[config.mk]
export PLATFORM = sky130hd
export DESIGN_NAME = alu_operand_sequencer
export DESIGN_NICKNAME = d
export VERILOG_FILES = /design/src/rtl/alu_operand_sequencer.sv
export SDC_FILE = /design/constraint.sdc
export NUM_CORES = 1
export LEC_CHECK = 0
export CAP_MARGIN = 20
export CORE_MARGIN = 2
export CORE_UTILIZATION = 45
export CTS_CLUSTER_SIZE = 10
export DETAILED_ROUTE_END_ITERATION = 8
export PLACE_DENSITY = 0.85
export SYNTH_ARGS = -nofsm -noshare
export SYNTH_HDL_FRONTEND = slang
export SYNTH_SLANG_ARGS = --single-unit
[constraint.sdc]
create_clock -name clk -period 2.1 [get_ports clk]
set_input_delay 0.315 -clock clk [delete_from_list [all_inputs] [get_ports clk]]
set_output_delay 0.315 -clock clk [all_outputs]
set_load 0.005 [all_outputs]
[src/rtl/alu_operand_sequencer.sv]
// Byte-stream front end for the 8-bit combinational ALU: collects opcode/A/B, drives the ALU from
// registers, waits EXEC_CYCLES for it to settle, and returns the result over valid/ready.
module alu_operand_sequencer #(
  parameter int EXEC_CYCLES = 1,
  parameter bit CHAIN_EN    = 1'b1
) (
  input  logic       clk,
  input  logic       rst_n,
  input  logic [7:0] in_data,
  input  logic       in_valid,
  output logic       in_ready,
  output logic [7:0] alu_instr,
  output logic [7:0] alu_a,
  output logic [7:0] alu_b,
  input  logic [7:0] alu_result,
  output logic [7:0] out_data,
  output logic       out_valid,
  input  logic       out_ready,
  output logic       out_err,
  output logic       busy
);

  localparam logic [3:0] CNT_INIT = 4'(EXEC_CYCLES - 1);

  typedef enum logic [2:0] {
    LOAD_OP = 3'd0,
    LOAD_A  = 3'd1,
    LOAD_B  = 3'd2,
    EXEC    = 3'd3,
    RESULT  = 3'd4
  } state_t;

  state_t      r_state;
  state_t      w_state_nxt;

  logic [2:0]  r_op;
  logic [7:0]  r_a;
  logic [7:0]  r_b;
  logic [7:0]  r_acc;
  logic        r_acc_valid;
  logic [3:0]  r_cnt;
  logic [7:0]  r_out_data;
  logic        r_out_err;
  logic        r_out_valid;

  logic        w_in_xfer;
  logic        w_out_xfer;
  logic        w_chain;
  logic        w_capture;
  logic        w_op_illegal;
  logic        w_unused_hi;

  // Opcode bits 7:4 carry no meaning for this ALU.
  assign w_unused_hi  = ^in_data[7:4];

  assign in_ready     = (r_state == LOAD_OP) || (r_state == LOAD_A) || (r_state == LOAD_B);
  assign busy         = (r_state != LOAD_OP);
  assign w_in_xfer    = in_valid & in_ready;
  assign w_out_xfer   = r_out_valid & out_ready;
  assign w_chain      = CHAIN_EN & in_data[3] & r_acc_valid;
  assign w_capture    = (r_state == EXEC) && (r_cnt == 4'd0);
  assign w_op_illegal = r_op[2] & r_op[1];

  assign alu_instr    = {5'b00000, r_op};
  assign alu_a        = r_a;
  assign alu_b        = r_b;
  assign out_data     = r_out_data;
  assign out_err      = r_out_err;
  assign out_valid    = r_out_valid;

  always_ff @(posedge clk or negedge rst_n) begin
    if (!rst_n) begin
      r_state <= LOAD_OP;
    end else begin
      r_state <= w_state_nxt;
    end
  end

  always_comb begin
    w_state_nxt = r_state;
    case (r_state)
      LOAD_OP: begin
        if (w_in_xfer) begin
          w_state_nxt = w_chain ? LOAD_B : LOAD_A;
        end
      end
      LOAD_A: begin
        if (w_in_xfer) begin
          w_state_nxt = LOAD_B;
        end
      end
      LOAD_B: begin
        if (w_in_xfer) begin
          w_state_nxt = EXEC;
        end
      end
      EXEC: begin
        if (r_cnt == 4'd0) begin
          w_state_nxt = RESULT;
        end
      end
      RESULT: begin
        if (w_out_xfer) begin
          w_state_nxt = LOAD_OP;
        end
      end
      default: w_state_nxt = LOAD_OP;
    endcase
  end

  // Operand capture: a chained op takes A from the last legal result.
  always_ff @(posedge clk or negedge rst_n) begin
    if (!rst_n) begin
      r_op <= 3'd0;
      r_a  <= 8'd0;
      r_b  <= 8'd0;
    end else begin
      if ((r_state == LOAD_OP) && w_in_xfer) begin
        r_op <= in_data[2:0];
        if (w_chain) begin
          r_a <= r_acc;
        end
      end
      if ((r_state == LOAD_A) && w_in_xfer) begin
        r_a <= in_data;
      end
      if ((r_state == LOAD_B) && w_in_xfer) begin
        r_b <= in_data;
      end
    end
  end

  always_ff @(posedge clk or negedge rst_n) begin
    if (!rst_n) begin
      r_cnt <= 4'd0;
    end else if ((r_state == LOAD_B) && w_in_xfer) begin
      r_cnt <= CNT_INIT;
    end else if ((r_state == EXEC) && (r_cnt != 4'd0)) begin
      r_cnt <= r_cnt - 4'd1;
    end
  end

  // Illegal opcodes still report a result but never become the chain source.
  always_ff @(posedge clk or negedge rst_n) begin
    if (!rst_n) begin
      r_acc       <= 8'd0;
      r_acc_valid <= 1'b0;
    end else if (w_capture && !w_op_illegal) begin
      r_acc       <= alu_result;
      r_acc_valid <= 1'b1;
    end
  end

  always_ff @(posedge clk or negedge rst_n) begin
    if (!rst_n) begin
      r_out_data  <= 8'd0;
      r_out_err   <= 1'b0;
      r_out_valid <= 1'b0;
    end else if (w_capture) begin
      r_out_data  <= alu_result;
      r_out_err   <= w_op_illegal;
      r_out_valid <= 1'b1;
    end else if (w_out_xfer) begin
      r_out_valid <= 1'b0;
    end
  end

endmodule

# --- Word-level counts from Yosys, hierarchy flattened ---
# Cells that the tools add are included.
totals:
  ff_bits: 45
  inputBits: 20
  out_inout_bits: 36
  elab_cells: 57
classes:
  addsub: 1
  eq_ne: 9
  n_mux: 14
  bitwise_logic: 4
  reduce_logical: 19
ops:
  columns: ["operator", "n"]
  rows:
  - ["2-to-1 mux 8 bit", 3]
  - ["2-to-1 mux 3 bit", 5]
  - ["case mux 3 bit (5 select lines)", 1]
  - ["2-to-1 mux 4 bit", 2]
  - ["!= test 2 bit (second input constant)", 4]
  - ["nonzero test 2 bit", 4]
  - ["equality test 3 x 2 -> 1 bit (second input constant)", 2]
  - ["logical AND 1 bit", 6]
  - ["AND reduction 5 bit", 1]
  - ["AND 1 bit", 4]
  - ["zero test 4 bit", 1]
  - ["nonzero test 4 bit", 1]
  - ["subtractor 4 x 1 -> 4 bit (second input constant)", 1]
  - ["equality test 3 x 1 -> 1 bit (second input constant)", 1]
  - ["equality test 3 bit (second input constant)", 1]
  - ["zero test 3 bit", 1]
  - ["nonzero test 3 bit", 1]
  - ["logical OR 1 bit", 2]
  - ["2-to-1 mux 1 bit", 2]
  - ["2-to-1 mux 2 bit", 1]
  - ["!= test 2 x 1 -> 1 bit (second input constant)", 1]
  - ["AND reduction 2 bit", 1]
  - ["zero test 1 bit", 1]

# --- Depth between registers and ports, before layout ---
# Gate-level depths: netlist of the first run.
depth:
  depth_word: 7
  ltp_mapped: 7

# --- Worst setup path before layout of the first run ---
# Ideal clock, no wire load.
synth_path:
  path_kind: "register -> register"
  start: "register r_cnt[0]"
  end: "register r_acc[0]"
  setup_ns: 0.125
  t_arrival_ns: 1.561
  t_required_ns: 1.975
  setup_slack_ns: 0.414
  path_stages_with_launch: 8
  path_buffers: 1
  period_less_slack_ns: 1.686
  cell_sequence: "dfrtp_1 inv_1 ha_1 nor3b_4 nand4_4 nand2b_4 buf_6 mux2_4"
synth_between:
  elab_chain_len: 3
synth_rtl:
  columns: ["element", "line_no", "text"]
  rows:
  - ["start: declaration", "41", "logic [3:0] r_cnt;"]
  - ["start signal: assignment", "139", "r_cnt <= r_cnt - 4'd1;"]
  - ["zero test 4 bit", "61", "assign w_capture = (r_state == EXEC) && (r_cnt == 4'd0);"]
  - ["logical AND 1 bit", "61", null]
  - ["logical AND 1 bit", "148", "end else if (w_capture && !w_op_illegal) begin"]
  - ["end signal: assignment", "149", "r_acc <= alu_result;"]
  - ["end: declaration", "39", "logic [7:0] r_acc;"]
# Every way passes these cells.
# A chain may end at the register's enable or synchronous reset.

# --- Final worst setup path of the first run ---
layout_path:
  start: "register r_state[1]"
  end: "output busy"
layout_between:
  elab_chain_len: 1
layout_rtl:
  columns: ["element", "line_no", "text"]
  rows:
  - ["start: declaration", "33", "state_t r_state;"]
  - ["start signal: assignment", "75", "r_state <= w_state_nxt;"]
  - ["nonzero test 3 bit", "57", "assign busy = (r_state != LOAD_OP);"]
  - ["end: declaration", "20", "output logic busy"]
# Every way passes these cells.

==> flow_summary.toml, run 1 <==
[run_status]
outcome = "complete, no violations"

[die]
num_io_pins = 56
core_area_mm2 = 0.00435
placementRows = 24
die_x_um = 71.4
initial_core_util = 0.470
die_y_um = 71.4
fp.dieArea_mm2 = 0.00510

[timing]
tightest_slew_ns = 0.603
skew_ns = 0.00663
fin_crit_ns = 2.02
finalHoldViolCount = 0
finalCritPeriodShare = 0.964
maxSlewHeadroom = 0.598
drv_slew = 0
final.setup.tns_ns = 0
setup_viol = 0
max_freq_ghz = 0.494
rsz0062_at_grt = "no"

[yosys]
ys_types = 31
syn_area_mm2 = 0.00205
yosysTopAreaCell = "dfrtp_1"
yosys-top-cells-area = "dfrtp_1 (55%), mux2_2 (11%), mux2_4 (5.9%)"
yosys_register_bits = 45
avgSynthCellArea_um2 = 13.1
yosysWarnings = 0
synth_top_area_share = 0.550
yosysSeqAreaShare = 0.550
synth_cells = 156

[clock_tree]
ctsHoldBuffers = 0
clk_pin_slew_worst_paths_ns = 0.08
h-tree-depth = 2
post-cts-setup-buffers = 0
cts_tree = "yes"
cts_made_buffers = 5
clock-root-buffer = "clkbuf_8"
cts-resized-gates = 0
clockBufferDepth = 2
clk_latency_ns = 0.30
cts.sinks = 45

[route]
drcViolationCount = 0
wire_per_inst_um = 15.4
drt_pass1_iterations = 4
wl_um = 4090
dr_total_vias = 1376
route.antenna.remaining_nets = 0
via_per_inst = 5.19
drt_iter0_drc = 78

[worst_setup_path]
arrival_ns = 1.71
start_kind = "register"
worst_setup_path_end_kind = "primary output"
required_ns = 1.78
worst-setup-path-type = "register to primary output"
path_max_fanout = 11
r2r_cells = 6

[global_route]
grt_max_degree = 28
track_usage = 0.179
grt_pass1_vias = 1445
overflow = 0
grt_pass1_wl_um = 6960
antenna_found_initial = 0

[cells_and_area]
nets = 234
layout.cells.non_filler = 265
layout_common_cells = "clkdlybuf4s50_1 (49), dfrtp_1 (45), mux2_2 (20)"
layout-drive-gt1-share = 0.239
final_common_cell = "clkdlybuf4s50_1"
n_antenna_cell = 0
area_growth_pct = 30.9

[job]
max-cap-violations = 0

[power_and_ir_drop]
peakVddDrop_uv = 693
p_per_area_mw_per_mm2 = 1420
leakage_uw = 0.00116

[placed_design]
gp_congestion = 0.727
dp.cells = 257
dp_hpwl_um = 2990
port_buffers = 50

[min_path]
hold_class = "input port to async pin"
==> worst max-delay path, cell delays in order (launching register included) <==
cell and delay, ns:
dfrtp_1 0.55, or3_1 0.42, clkdlybuf4s50_1 0.44
==> metrics by stage <==
stage / setup slack [ns] / utilization / cell area [um2] / hold slack (ns) / power [uW]
after floorplan: 0.414 / - / 2060 / 0.0194 / 2460
after global placement: 0.301 / 0.596 / 2590 / 0.348 / 3230
after detailed placement: 0.271 / 0.596 / 2590 / 0.354 / 3300
after CTS: 0.0709 / 0.615 / 2680 / 0.0298 / 3830
after global routing: 0.0244 / 0.615 / 2680 / 0.0638 / 4060
final: 0.0756 / 0.615 / 2680 / 0.0162 / 3790
==> Yosys cell counts <==
master / instances
a211oi_1: 1
nor2b_1: 1
nor3b_2: 1
conb_1: 1
nor3b_4: 1
nand4_4: 1
mux2_2: 20
dfrtp_1: 45
mux2_4: 8
nor3b_1: 1
buf_4: 8
nand2b_4: 2
nand2b_1: 2
or3_1: 3
mux2i_1: 9
nor4_1: 1
a21o_1: 1
nand2_1: 5
ha_1: 2
o21ai_0: 3
buf_2: 4
nor3_2: 1
nor3_4: 1
a2111oi_0: 1
xnor2_1: 2
o31ai_1: 1
nor2_1: 13
buf_6: 1
inv_1: 4
nor3_1: 1
a21oi_1: 11
==> routing by layer <==
metal  routed length (um)  vias up  track usage
met1                 1830      685        0.240
met2                 1930       44        0.277
li1                     -      641            -
met4                   66        0       0.0692
met5                    0        -            0
met3                  260        6       0.0534
==> cell families after synthesis <==
kind of cell	share of synthesized area
buffers and inverters	0.0520
flip-flops	0.550
AND/OR/NAND/NOR	0.113
adder cells (fa/ha/maj)	0.0122
other	0.00183
AO/OA/AOI/OAI	0.0495
multiplexers	0.213
XOR/XNOR	0.00856
==> flip-flops by register name, summed over array words and instances, names as in the netlist, 3 cells and up <==
name,flops
alu_a,8
r_cnt,4
out_data,8
r_state,3
alu_b,8
r_acc,8
r_op,3
==> report_power, final <==
part	switching, uW	internal (uW)	leakage (uW)
clock network	281	235	0.0000385
registers	336	1290	0.000535
logic	570	1080	0.000590
total	1190	2600	0.00116
==> final timing paths <==
| path | start | endpoint | slack (ns) |
|---|---|---|---|
| worst max register to register | r_cnt[0]$_DFFE_PN0P_ | r_acc[1]$_DFFE_PN0P_ | 0.28 |
| worst min register to register | out_err$_DFFE_PN0P_ | out_err$_DFFE_PN0P_ | 0.49 |
| worst min-delay path | rst_n | alu_a[7]$_DFFE_PN0P_ | 0.02 |
| min in group clk | out_err$_DFFE_PN0P_ | out_err$_DFFE_PN0P_ | 0.49 |
| worst max-delay path | r_state[1]$_DFFE_PN0P_ | busy | 0.08 |
| max in group asynchronous | rst_n | alu_b[1]$_DFFE_PN0P_ | 1.49 |
==> layout make-up <==
cell class / instances / area [um2]
inverter: 4 / 15.0
sequential: 45 / 1130
clock buffer: 7 / 76.3
timing repair buffer: 58 / 556
tap: 52 / 65.1
fill: 340 / 1680
multi-input combinational: 98 / 833
clock inverter: 1 / 7.51
No activity file was read; power rests on OpenSTA's default activity.
==> inputs of run 2 (changes only) <==
Settings changed: SKIP_CTS_REPAIR_TIMING set to 1.
==> results of run 2 <==
No change in the layout: final DEF, timing and power equal those of run 1.
==> inputs of run 3 (changes only) <==
Settings changed: CORE_MARGIN 2 to not set, GPL_ROUTABILITY_DRIVEN set to 0, SKIP_CTS_REPAIR_TIMING 1 to not set.
==> run 3 against run 2 <==
  * Flip-flop and latch count unchanged
  * Count of clock-buffer cells in the layout unchanged
  * Largest cell class unchanged
  * Combinational power about the same
  * Die area down 5.5%
==> flow_summary.toml, run 3 (synthesized netlist as in run 1, its figures left out) <==
[clock_tree]
cts_made_buffers = 5
clockBufferDepth = 2
h-tree-depth = 2
cts-resized-gates = 0
cts_tree = "yes"
clk_latency_ns = 0.29
clk_pin_slew_worst_paths_ns = 0.07
clock-root-buffer = "clkbuf_8"
cts.sinks = 45

[route]
route.antenna.remaining_nets = 0
drcViolationCount = 0
wire_per_inst_um = 15.4
via_per_inst = 5.09
wl_um = 4100
drt_iter0_drc = 84
drt_pass1_iterations = 4
dr_total_vias = 1354

[global_route]
grt_max_degree = 24
antenna_found_initial = 0
grt_pass1_vias = 1399
track_usage = 0.188
overflow = 0
grt_pass1_wl_um = 6980

[cells_and_area]
final_common_cell = "clkdlybuf4s50_1"
fillerInstances = 331
fin_area_mm2 = 0.00269
layout_common_cells = "clkdlybuf4s50_1 (49), dfrtp_1 (45), mux2_2 (20)"
area_growth_pct = 31.4
layout-drive-gt1-share = 0.238
seq_area_mm2 = 0.00113
nets = 235
multi_input_area_um2 = 833
n_antenna_cell = 0

[die]
die_y_um = 69.4
die_x_um = 69.4
fp.dieArea_mm2 = 0.00482
initial_core_util = 0.470
num_io_pins = 56
placementRows = 24
core_area_mm2 = 0.00435

[power_and_ir_drop]
leakage_uw = 0.00117
p_per_area_mw_per_mm2 = 1410
peakVddDrop_uv = 661

[timing]
max_freq_ghz = 0.498
finalCritPeriodShare = 0.955
setup_viol = 0
rsz0062_at_grt = "no"
skew_ns = 0.00680
drv_slew = 0
final.setup.tns_ns = 0
fin_crit_ns = 2.01
finalHoldViolCount = 0

[placed_design]
port_buffers = 50
dpl_cell_area_mm2 = 0.00259
dp_hpwl_um = 3020

[min_path]
hold_class = "register to register"

[run_status]
outcome = "complete, no violations"

[worst_setup_path]
worst_setup_path_end_kind = "primary output"
required_ns = 1.78
arrival_ns = 1.69
path_max_fanout = 11
start_kind = "register"
worst-setup-path-type = "register to primary output"

[job]
max-cap-violations = 0
-- run 3: cell count changes in the layout (fill, tap and decap cells not counted) --
cell / delta
dlygate4sd3_1: +1
-- run 3: what timing repair did --
| action | CTS | global route |
|---|---|---|
| endpoints found under the setup margin | 0 | 0 |
| hold endpoints to repair | 21 | 0 |
| hold buffers | 1 | 0 |
| buffers inserted | 0 | 0 |
-- run 3: through the flow --
stage          std cells  power (uW)  hold WS [ns]  utilization  setup WS (ns)
3_5_place_dp         257        3300         0.308        0.596          0.250
6_report             266        3790         0.495        0.618         0.0938
3_3_place_gp         257        3230         0.301        0.596          0.268
4_1_cts              266        3820         0.496        0.618         0.0959
2_1_floorplan        160        2460        0.0194            -          0.414
5_1_grt              266        4040         0.531        0.618         0.0574
-- run 3: final cells by class --
type,count,share of cell area
flip-flops and latches,45,0.419
clock buffers,7,0.0284
multi-input cells,98,0.310
inverters,4,0.00558
well taps,52,0.0242
repair buffers,59,0.210
clock inverters,1,0.00279
-- run 3: metal layers --
layer	wire [um]	vias up	GRT usage
li1	-	634	-
met1	1790	676	0.243
met2	2030	40	0.301
met3	221	4	0.0596
met4	44	0	0.0612
met5	0	-	0
-- run 3: worst max-delay path: stages, from the launching register on --
cell and delay (ns):
dfrtp_1 0.54, or3_1 0.42, clkdlybuf4s50_1 0.44
-- run 3: power by group --
| group | total (uW) | switching (uW) | internal [uW] | leakage, uW |
|---|---|---|---|---|
| Combinational | 1650 | 574 | 1080 | 0.000595 |
| Clock | 511 | 275 | 235 | 0.0000385 |
| Sequential | 1630 | 335 | 1290 | 0.000535 |
| Total | 3790 | 1190 | 2600 | 0.00117 |
-- run 3: path summary, 6_finish.rpt --
check,endpoint,slack [ns],cells past startpoint,start
max,busy,0.09,2,r_state[1]$_DFFE_PN0P_
min reg2reg,out_err$_DFFE_PN0P_,0.50,2,out_err$_DFFE_PN0P_
max reg2reg,r_acc[1]$_DFFE_PN0P_,0.33,6,r_cnt[0]$_DFFE_PN0P_
max in group asynchronous,out_data[2]$_DFFE_PN0P_,1.03,3,rst_n
min,out_err$_DFFE_PN0P_,0.50,2,out_err$_DFFE_PN0P_
min in group asynchronous,out_valid$_DFFE_PN0P_,0.51,2,rst_n
